### src/rtl/uart_tx_arbiter.sv
// Purpose: round-robin share of one UART transmitter between N_REQ byte sources, with message lock.
// Latency: accept in cycle T (req_ready combinational), start pulse at T+1, next accept >= end+1+GAP_CYCLES.
// Backpressure: req_ready only in IDLE; while locked only the owning requester can be accepted.
//
// Ports:
//   clk, reset            clock, synchronous active-low reset
//   req_valid/data/last   per-requester byte offer (data of requester i in [8i+7:8i])
//   req_ready             one-hot accept strobe, transfer on valid&ready
//   uart_data_tx          latched byte, stable from accept to next accept
//   uart_start_transmit   one-cycle start pulse to the UART
//   uart_end_transmit     one-cycle end pulse from the UART
//   busy, grant_id, locked  status
module uart_tx_arbiter #(
    parameter  int N_REQ      = 4,
    parameter  int GAP_CYCLES = 1,
    localparam int IDW        = (N_REQ > 1) ? $clog2(N_REQ) : 1
) (
    input  logic                 clk,
    input  logic                 reset,
    input  logic [N_REQ-1:0]     req_valid,
    input  logic [8*N_REQ-1:0]   req_data,
    input  logic [N_REQ-1:0]     req_last,
    output logic [N_REQ-1:0]     req_ready,
    output logic [7:0]           uart_data_tx,
    output logic                 uart_start_transmit,
    input  logic                 uart_end_transmit,
    output logic                 busy,
    output logic [IDW-1:0]       grant_id,
    output logic                 locked
);

    // Gap counter must stay at least one bit wide even when no gap is configured.
    localparam int GW = (GAP_CYCLES > 0) ? $clog2(GAP_CYCLES + 1) : 1;
    localparam logic [GW-1:0] GAP_LAST = GW'((GAP_CYCLES > 0) ? (GAP_CYCLES - 1) : 0);

    typedef enum logic [1:0] {
        IDLE     = 2'd0,
        START    = 2'd1,
        WAIT_END = 2'd2,
        GAP      = 2'd3
    } state_t;

    state_t          state;
    logic [GW-1:0]   gap_cnt;
    logic            win_vld;
    logic [IDW-1:0]  win_id;
    logic [IDW-1:0]  cand;

    // Winner selection. While a message is open only its owner is eligible;
    // otherwise scan starting one past the last grant so every source gets a turn.
    always_comb begin
        win_vld = 1'b0;
        win_id  = grant_id;
        cand    = grant_id;
        if (locked) begin
            win_vld = req_valid[grant_id];
        end else begin
            for (int k = 1; k <= N_REQ; k++) begin
                cand = IDW'((int'(grant_id) + k) % N_REQ);
                if (!win_vld && req_valid[cand]) begin
                    win_vld = 1'b1;
                    win_id  = cand;
                end
            end
        end
    end

    // Accept strobe is the only output with a path from req_valid; held off during reset.
    always_comb begin
        req_ready = '0;
        if (reset && (state == IDLE) && win_vld) begin
            req_ready[win_id] = 1'b1;
        end
    end

    always_ff @(posedge clk) begin
        if (!reset) begin
            state               <= IDLE;
            uart_data_tx        <= 8'h00;
            uart_start_transmit <= 1'b0;
            busy                <= 1'b0;
            grant_id            <= IDW'(N_REQ - 1);
            locked              <= 1'b0;
            gap_cnt             <= '0;
        end else begin
            uart_start_transmit <= 1'b0;
            case (state)
                IDLE: begin
                    if (win_vld) begin
                        uart_data_tx        <= req_data[8*win_id +: 8];
                        locked              <= ~req_last[win_id];
                        grant_id            <= win_id;
                        uart_start_transmit <= 1'b1;
                        busy                <= 1'b1;
                        state               <= START;
                    end
                end
                START: begin
                    state <= WAIT_END;
                end
                WAIT_END: begin
                    // End pulses outside this state are dropped, never remembered.
                    if (uart_end_transmit) begin
                        if (GAP_CYCLES > 0) begin
                            gap_cnt <= '0;
                            state   <= GAP;
                        end else begin
                            busy  <= 1'b0;
                            state <= IDLE;
                        end
                    end
                end
                GAP: begin
                    if (gap_cnt == GAP_LAST) begin
                        busy  <= 1'b0;
                        state <= IDLE;
                    end else begin
                        gap_cnt <= gap_cnt + 1'b1;
                    end
                end
                default: begin
                    busy  <= 1'b0;
                    state <= IDLE;
                end
            endcase
        end
    end

endmodule

### config.mk
export PLATFORM = sky130hd
export DESIGN_NAME = uart_tx_arbiter
export DESIGN_NICKNAME = d
export VERILOG_FILES = /design/src/rtl/uart_tx_arbiter.sv
export SDC_FILE = /design/constraint.sdc
export NUM_CORES = 1
export LEC_CHECK = 0
export ABC_AREA = 1
export BUFFER_PORTS_ARGS = -buffer_cell sky130_fd_sc_hd__buf_4
export CAP_MARGIN = 40
export CORE_AREA = 5 5 60 62
export DETAILED_ROUTE_END_ITERATION = 12
export DIE_AREA = 0 0 65 67
export PLACE_DENSITY = 0.81
export SKIP_CTS_REPAIR_TIMING = 1
export SLEW_MARGIN = 20
export SYNTH_ARGS = -nofsm -noshare
export SYNTH_HDL_FRONTEND = slang
export SYNTH_SLANG_ARGS = --single-unit
### constraint.sdc
create_clock -name clk -period 1.85 [get_ports clk]
set_input_delay 0.2775 -clock clk [delete_from_list [all_inputs] [get_ports clk]]
set_output_delay 0.2775 -clock clk [all_outputs]
set_load 0.01 [all_outputs]
==> out/results.tsv, run 1 <==
stage	metric	value	unit
worst_setup_path	CP required	1570	ps
yosys	synthesized cell area	1400	um2
place	gp weighted congestion	0.806	
yosys	Synth top cells by count	nand2_1, nand3_1, inv_1, nor2_1, dfxtp_1	
worst_setup_path	Worst Reg-to-Reg Cells	16	
clock_tree	clk_lat worst skew	300	ps
drt	drt first pass iters	4	
outcome	status	complete, but fails checks	
clock_tree	Max Buffers Root-to-Sink	2	
sta	Setup Viol. Count Final	13	
finish	ant diodes	0	
clock_tree	clk root buf	clkbuf_4	
yosys	top cell type's share of synthesized area	0.215	
pwr	Power Dens Cells	2080	nW/um2
yosys	sequential area share after synthesis	0.215	
worst_setup_path	CP endpoint kind	output port	
grt	largest net degree at the start of global routing	20	
min_path	HP Class	input port to register	
pwr	peak supply drop	1560	uV
worst_setup_path	worst flop-to-flop path endpoint	uart_data_tx[0]	
outcome	failing checks	setup timing	
floorplanning	Die Span Y	67	um
floorplanning	Die Width	65	um
drt	wire per inst	14.1	um
finish	area delta synth->final	58.2	%
place	Placed Area	1900	um2
place	DP HPWL	3080	um
floorplanning	# rows	20	
place	I/O Buffers	59	
drt	number of antenna-violating nets in the routed design	0	
worst_setup_path	CP arrival	1940	ps
clock_tree	CTS tree	done	
sta	Fmax	0.450	GHz
yosys	Post-Synthesis Net Count	288	
clock_tree	Clock transition at path regs	90	ps
finish	share of layout cells above drive strength 1	0.459	
grt	GRT Overall Usage	0.183	
floorplanning	die area	4360	um2
sta	Final Hold Fails	0	
yosys	Yosys Warn Count	0	
worst_setup_path	kind of critical path	register to output port	
grt	vias in the first global route	1465	
worst_setup_path	cell-by-cell listing of the critical path	buf_6, nand2_4, nand2_4, nand2_2, nand2_2, nand2_2, nand2_4, nand2_2, nand2_4, nand2_4, nor3_2, buf_4	
yosys	area leader, netlist	dfxtp_1	
min_path	min-delay src	reset	
yosys	synthesized flop and latch total	15	
worst_setup_path	worst reg-to-reg setup slack	-160	ps
drt	initial DRC count	144	
sta	count of pins over their slew limit	0	
worst_setup_path	critical path's slowest cell	dfxtp_4	
floorplanning	Starting Density	0.468	
worst_setup_path	worst-path fanout max	7	
sta	final hold slack	194	ps
sta	Final WS setup	-371	ps
clock_tree	H-tree lvl count	1	
yosys	synth top area cells	dfxtp_1, nand2_1, nand3_1	
worst_setup_path	startpoint types	register	
sta	worst slew pin tran	425	ps
job	Max-cap violations	0	
grt	initial antenna violation count	0	
sta	Period Utilization, post-route	1.20	
sta	Slew HR	0.714	
pwr	Leak	1.24	nW
finish	# nets final	362	
yosys	syn_area_per_cell	5.79	um2
yosys	count leader, synth	nand2_1	
drt	DR vias/cell	5.19	
worst_setup_path	CP most frequent cell	nand2_4	
floorplanning	Top Ports	60	
yosys	Yosys cell types	23	
drt	DR vias	1802	
sta	final critical-path required period	2220	ps
yosys	Post-synth ARST share	0	
yosys	Primary FF master, synth	dfxtp_1	
yosys	EDFF count, synth	0	
min_path	Worst Hold Path EP	grant_id[0]	
drt	Routed WL	4890	um
grt	total overflow reported by the global router	0	
sta	RSZ-0062 raised after global routing	true	
worst_setup_path	launch point of the worst reg-to-reg path	grant_id[0]	
worst_setup_path	Largest stage delay, worst path	450	ps
min_path	hold path depth	2	
sta	clock skew	5.88	ps
grt	global-route wire length before repair	6330	um
clock_tree	CTS buffer count	3	
floorplanning	core area	2980	um2
finish	Finished Cell Area	2210	um2
yosys	cell count after synthesis	241	
drt	drt drc	0	
clock_tree	clock sinks	15	
## power breakdown
part           switching (mW)  internal [mW]  total, mW
Clock                   0.123         0.0842      0.207
Sequential              0.121          0.471      0.591
Combinational            2.23           1.56       3.79
Total                    2.47           2.12       4.59
## cells by family (layout without fill, tap and decap cells)
family | after synthesis | in the layout | synth area share
flip-flops | 15 | 15 | 0.215
buffers and inverters | 49 | 122 | 0.172
AO/OA/AOI/OAI | 14 | 14 | 0.0565
adder cells (fa/ha/maj) | 4 | 4 | 0.0359
AND/OR/NAND/NOR | 159 | 159 | 0.520
## placed cells by master (no fill, tap or decap)
| cell type | synthesis | layout |
|---|---|---|
| inv_2 | 2 | 3 |
| o31a_1 | 1 | 1 |
| a21oi_4 | 0 | 1 |
| nand4_1 | 2 | 2 |
| nor3_2 | 0 | 2 |
| ha_1 | 4 | 4 |
| buf_6 | 5 | 4 |
| a21oi_2 | 1 | 2 |
| o21ai_0 | 4 | 4 |
| nand3_2 | 1 | 8 |
| clkbuf_1 | 1 | 1 |
| nand3b_1 | 9 | 9 |
| clkbuf_4 | 0 | 3 |
| nand3_1 | 35 | 27 |
| nor2_2 | 0 | 5 |
| nand2_2 | 12 | 18 |
| dfxtp_1 | 15 | 13 |
| a31oi_1 | 1 | 1 |
| dfxtp_4 | 0 | 2 |
| inv_4 | 0 | 2 |
| nand2_4 | 1 | 15 |
| buf_4 | 2 | 77 |
| nand2_1 | 75 | 55 |
| nor2_1 | 22 | 17 |
| a21oi_1 | 7 | 5 |
| nand3_4 | 0 | 1 |
| inv_6 | 1 | 1 |
| inv_1 | 33 | 31 |
## metal layers
layer	GRT usage	up-vias	share of wire
met1	0.255	822	0.43
met2	0.281	75	0.47
met4	0.0317	0	0.017
li1	-	894	-
met3	0.0506	11	0.082
met5	0	-	0
## registers in the layout, summed over array words and instances, names as in the netlist
name	cells
uart_data_tx	8
grant_id	2
state	2
busy	1
locked	1
uart_start_transmit	1
## layout make-up
type,instances,area (um2)
timing repair inverter,1,6.26
sequential,15,308
clock buffer,4,26.3
fill,219,771
inverter,36,143
multi-input combinational,177,1060
timing repair buffer,81,623
tap,33,41.3
## critical path: cells and delay by family, from the launching register on
kind                   cells  cell delay [ps]
buffers and inverters      2              310
flip-flops                 1              450
AND/OR/NAND/NOR           10              880
## worst max path at each step
stage,to,start,slack (ps),cells after the start
after floorplan,req_ready[0],grant_id[0],-10,15
after global placement,req_ready[3],grant_id[0],-20,13
after detailed placement,req_ready[1],grant_id[0],-20,11
after CTS,req_ready[1],grant_id[0],-380,11
after global routing,req_ready[1],grant_id[0],-480,12
final,req_ready[1],grant_id[0],-370,12
## metrics by stage
| stage | cells | total power, mW | util | setup TNS [ps] | setup WS, ps |
|---|---|---|---|---|---|
| final | 347 | 4.59 | 0.741 | -2360 | -371 |
| after global routing | 347 | 4.99 | 0.741 | -4030 | -484 |
| after CTS | 339 | 3.75 | 0.647 | -1560 | -375 |
| after detailed placement | 335 | 3.53 | 0.638 | -106 | -25.0 |
| after global placement | 335 | 3.50 | 0.638 | -17.5 | -16.6 |
| after floorplan | 241 | 2.74 | - | -40.3 | -12.6 |
Note: power is estimated with default switching activity, not from simulation.
==> run 2: changes to the inputs <==
Settings changed: PLACE_DENSITY 0.81 to 0.88.
==> run 2 against run 1 <==
  * The run still ends with setup timing left
  * Worst setup slack got worse by 53 ps
  * Fmax shrank 2.3%
  * Clock skew fell by 4.3 ps
  * Critical path depth did not move
  * Flip-flop and latch count stayed put
  * Critical endpoint is now req_ready[2]
  * Non-clock buffer count down 2
  * Sequential share of layout area grew 0.18 points
  * Total power is essentially flat
  * Worst hold slack got worse by 1.7 ps
  * Combinational power about the same
  * Global-route usage is 0.61 points lower
  * Final cell count is 0.86% lower
  * Largest cell class unchanged
==> out/results.tsv, run 2 (synthesis gave the netlist of run 1 again) <==
stage	metric	value	unit	change
grt	largest net degree at the start of global routing	20		unchanged
finish	share of layout cells above drive strength 1	0.428		-0.0309
sta	count of pins over their slew limit	0		unchanged
pwr	Leak	1.23	nW	-1.4%
finish	most frequent cells in the layout	buf_4, nand2_1, inv_1, nand3_1, nand2_2		
drt	drt drc	0		unchanged
worst_setup_path	Worst Reg-to-Reg Cells	17		+1
sta	final critical-path required period	2270	ps	+52.7 ps
worst_setup_path	worst-path fanout max	5		-2
place	Placed Area	1880	um2	-0.79%
worst_setup_path	worst reg-to-reg setup slack	-170	ps	about the same
pwr	combinational share of power	0.827		about the same
finish	Finished Cell Area	2180	um2	-1.3%
drt	number of antenna-violating nets in the routed design	0		unchanged
finish	multi-input combinational cell area	1030	um2	-2.5%
drt	wire per inst	14.7	um	+4.4%
clock_tree	H-tree lvl count	1		unchanged
job	Max-cap violations	0		unchanged
finish	Largest regs	uart_data_tx (8), grant_id (2), state (2)		
floorplanning	Die Span Y	67	um	unchanged
worst_setup_path	kind of critical path	register to output port		
worst_setup_path	CP arrival	2000	ps	+60 ps
floorplanning	Top Ports	60		unchanged
floorplanning	core area	2980	um2	unchanged
sta	Final Hold Fails	0		unchanged
finish	filler instances	222		+1.4%
min_path	Worst Hold Path EP	grant_id[0]		
worst_setup_path	worst flop-to-flop path endpoint	uart_data_tx[3]		
sta	Final WS setup	-424	ps	-52.7 ps
finish	FF/Latch Area	308	um2	unchanged
place	DP HPWL	3090	um	+0.43%
pwr	Power Dens Cells	2110	nW/um2	+1.3%
floorplanning	die area	4360	um2	unchanged
finish	area delta synth->final	56.1	%	
floorplanning	# rows	20		unchanged
worst_setup_path	CP endpoint kind	output port		
clock_tree	Clock transition at path regs	100	ps	about the same
drt	initial DRC count	193		+34%
floorplanning	Starting Density	0.468		unchanged
sta	worst slew pin tran	410	ps	-15.1 ps
grt	total overflow reported by the global router	0		unchanged
pwr	Reg power frac	0.127		-0.002
clock_tree	Max Buffers Root-to-Sink	2		unchanged
finish	# nets final	359		-0.83%
sta	clock skew	1.55	ps	-4.32 ps
outcome	failing checks	setup timing		
floorplanning	Die Width	65	um	unchanged
sta	Fmax	0.440	GHz	-2.3%
pwr	net switching power	2.50	mW	+1.1%
clock_tree	clk_lat worst skew	300	ps	about the same
min_path	HP Class	input port to register		
place	dpl ws	-71.2	ps	-46.2 ps
worst_setup_path	startpoint types	register		
grt	vias in the first global route	1506		+2.8%
place	I/O Buffers	59		unchanged
clock_tree	CTS buffer count	3		unchanged
drt	Routed WL	5060	um	+3.5%
finish	most flop-heavy register	uart_data_tx		
pwr	peak supply drop	1760	uV	+13%
drt	drt first pass iters	6		+2
grt	global-route wire length before repair	6050	um	-4.4%
place	gp weighted congestion	0.882		+9.5%
outcome	status	complete, but fails checks		
finish	ant diodes	0		unchanged
sta	Period Utilization, post-route	1.23		+0.0285
worst_setup_path	launch point of the worst reg-to-reg path	grant_id[0]		
sta	Slew HR	0.724		+0.0102
pwr	clock power share	0.046		about the same
drt	DR vias/cell	5.37		+3.4%
pwr	Power Internal	2.09	mW	-1.4%
grt	initial antenna violation count	0		unchanged
drt	DR vias	1847		+2.5%
min_path	min-delay src	reset		
grt	GRT Overall Usage	0.176		-0.00607
worst_setup_path	CP required	1570	ps	about the same
finish	Largest register FFs	8		unchanged
sta	Setup Viol. Count Final	13		unchanged
finish	most common cell after layout, fill and taps aside	buf_4		
sta	RSZ-0062 raised after global routing	true		
clock_tree	clock sinks	15		unchanged
pwr	Sw Share	0.544		+0.00601
clock_tree	clk root buf	clkbuf_4		
clock_tree	CTS tree	done		
min_path	hold path depth	2		unchanged
run 2: cell count changes in the layout (fill, tap and decap cells not counted), sizes merged:
cell  previous run  this run
buf             81        79
inv             37        36
run 2: power groups by stage:
stage          logic (mW)  clock network, mW  registers [mW]
3_3_place_gp         2.85                  0           0.571
6_report             3.79              0.209           0.583
4_1_cts              2.92              0.210           0.573
5_1_grt              4.17              0.223           0.600
2_1_floorplan        2.16                  0           0.582
3_5_place_dp         2.90                  0           0.579
run 2: area by class of cell:
class | count | share of cell area
inverter | 36 | 0.0655
tap | 33 | 0.0190
timing repair buffer | 79 | 0.288
multi-input combinational | 177 | 0.474
sequential | 15 | 0.141
clock buffer | 4 | 0.0121
run 2: critical path: stages (launching register included):
cell	delay [ps]
dfxtp_4	420
buf_6	140
nand2_2	70
nand2_4	100
nand2_2	70
nand2_2	80
nand2_2	50
nand2_2	100
nand3_4	130
a21oi_4	220
inv_2	80
nor2_2	90
buf_4	130
run 2: routing by layer:
| layer | wire length [um] | up-vias | part of all wire | global-route usage |
|---|---|---|---|---|
| met3 | 478 | 16 | 0.094 | 0.0506 |
| met1 | 2140 | 834 | 0.42 | 0.218 |
| met2 | 2330 | 109 | 0.46 | 0.285 |
| met4 | 113 | 0 | 0.022 | 0.0739 |
| li1 | - | 888 | - | - |
| met5 | 0 | - | 0 | 0 |
run 2: per-stage QoR:
stage	hold WS (ps)	power [mW]	TNS (ps)	util	instances
2_1_floorplan	380	2.74	-40.3	-	241
3_3_place_gp	506	3.42	-20.9	0.633	333
3_5_place_dp	501	3.48	-286	0.633	333
4_1_cts	175	3.70	-1860	0.642	337
5_1_grt	199	4.99	-3910	0.732	344
6_report	192	4.59	-2140	0.732	344
run 2: how the worst max path moves through the flow:
stage | cells past startpoint | endpoint | start | slack, ps
6_report | 12 | req_ready[2] | grant_id[0] | -420
5_1_grt | 12 | req_ready[2] | grant_id[0] | -520
4_1_cts | 12 | req_ready[0] | grant_id[0] | -420
3_5_place_dp | 12 | req_ready[0] | grant_id[0] | -70
3_3_place_gp | 13 | req_ready[3] | grant_id[0] | -8
2_1_floorplan | 15 | req_ready[0] | grant_id[0] | -10
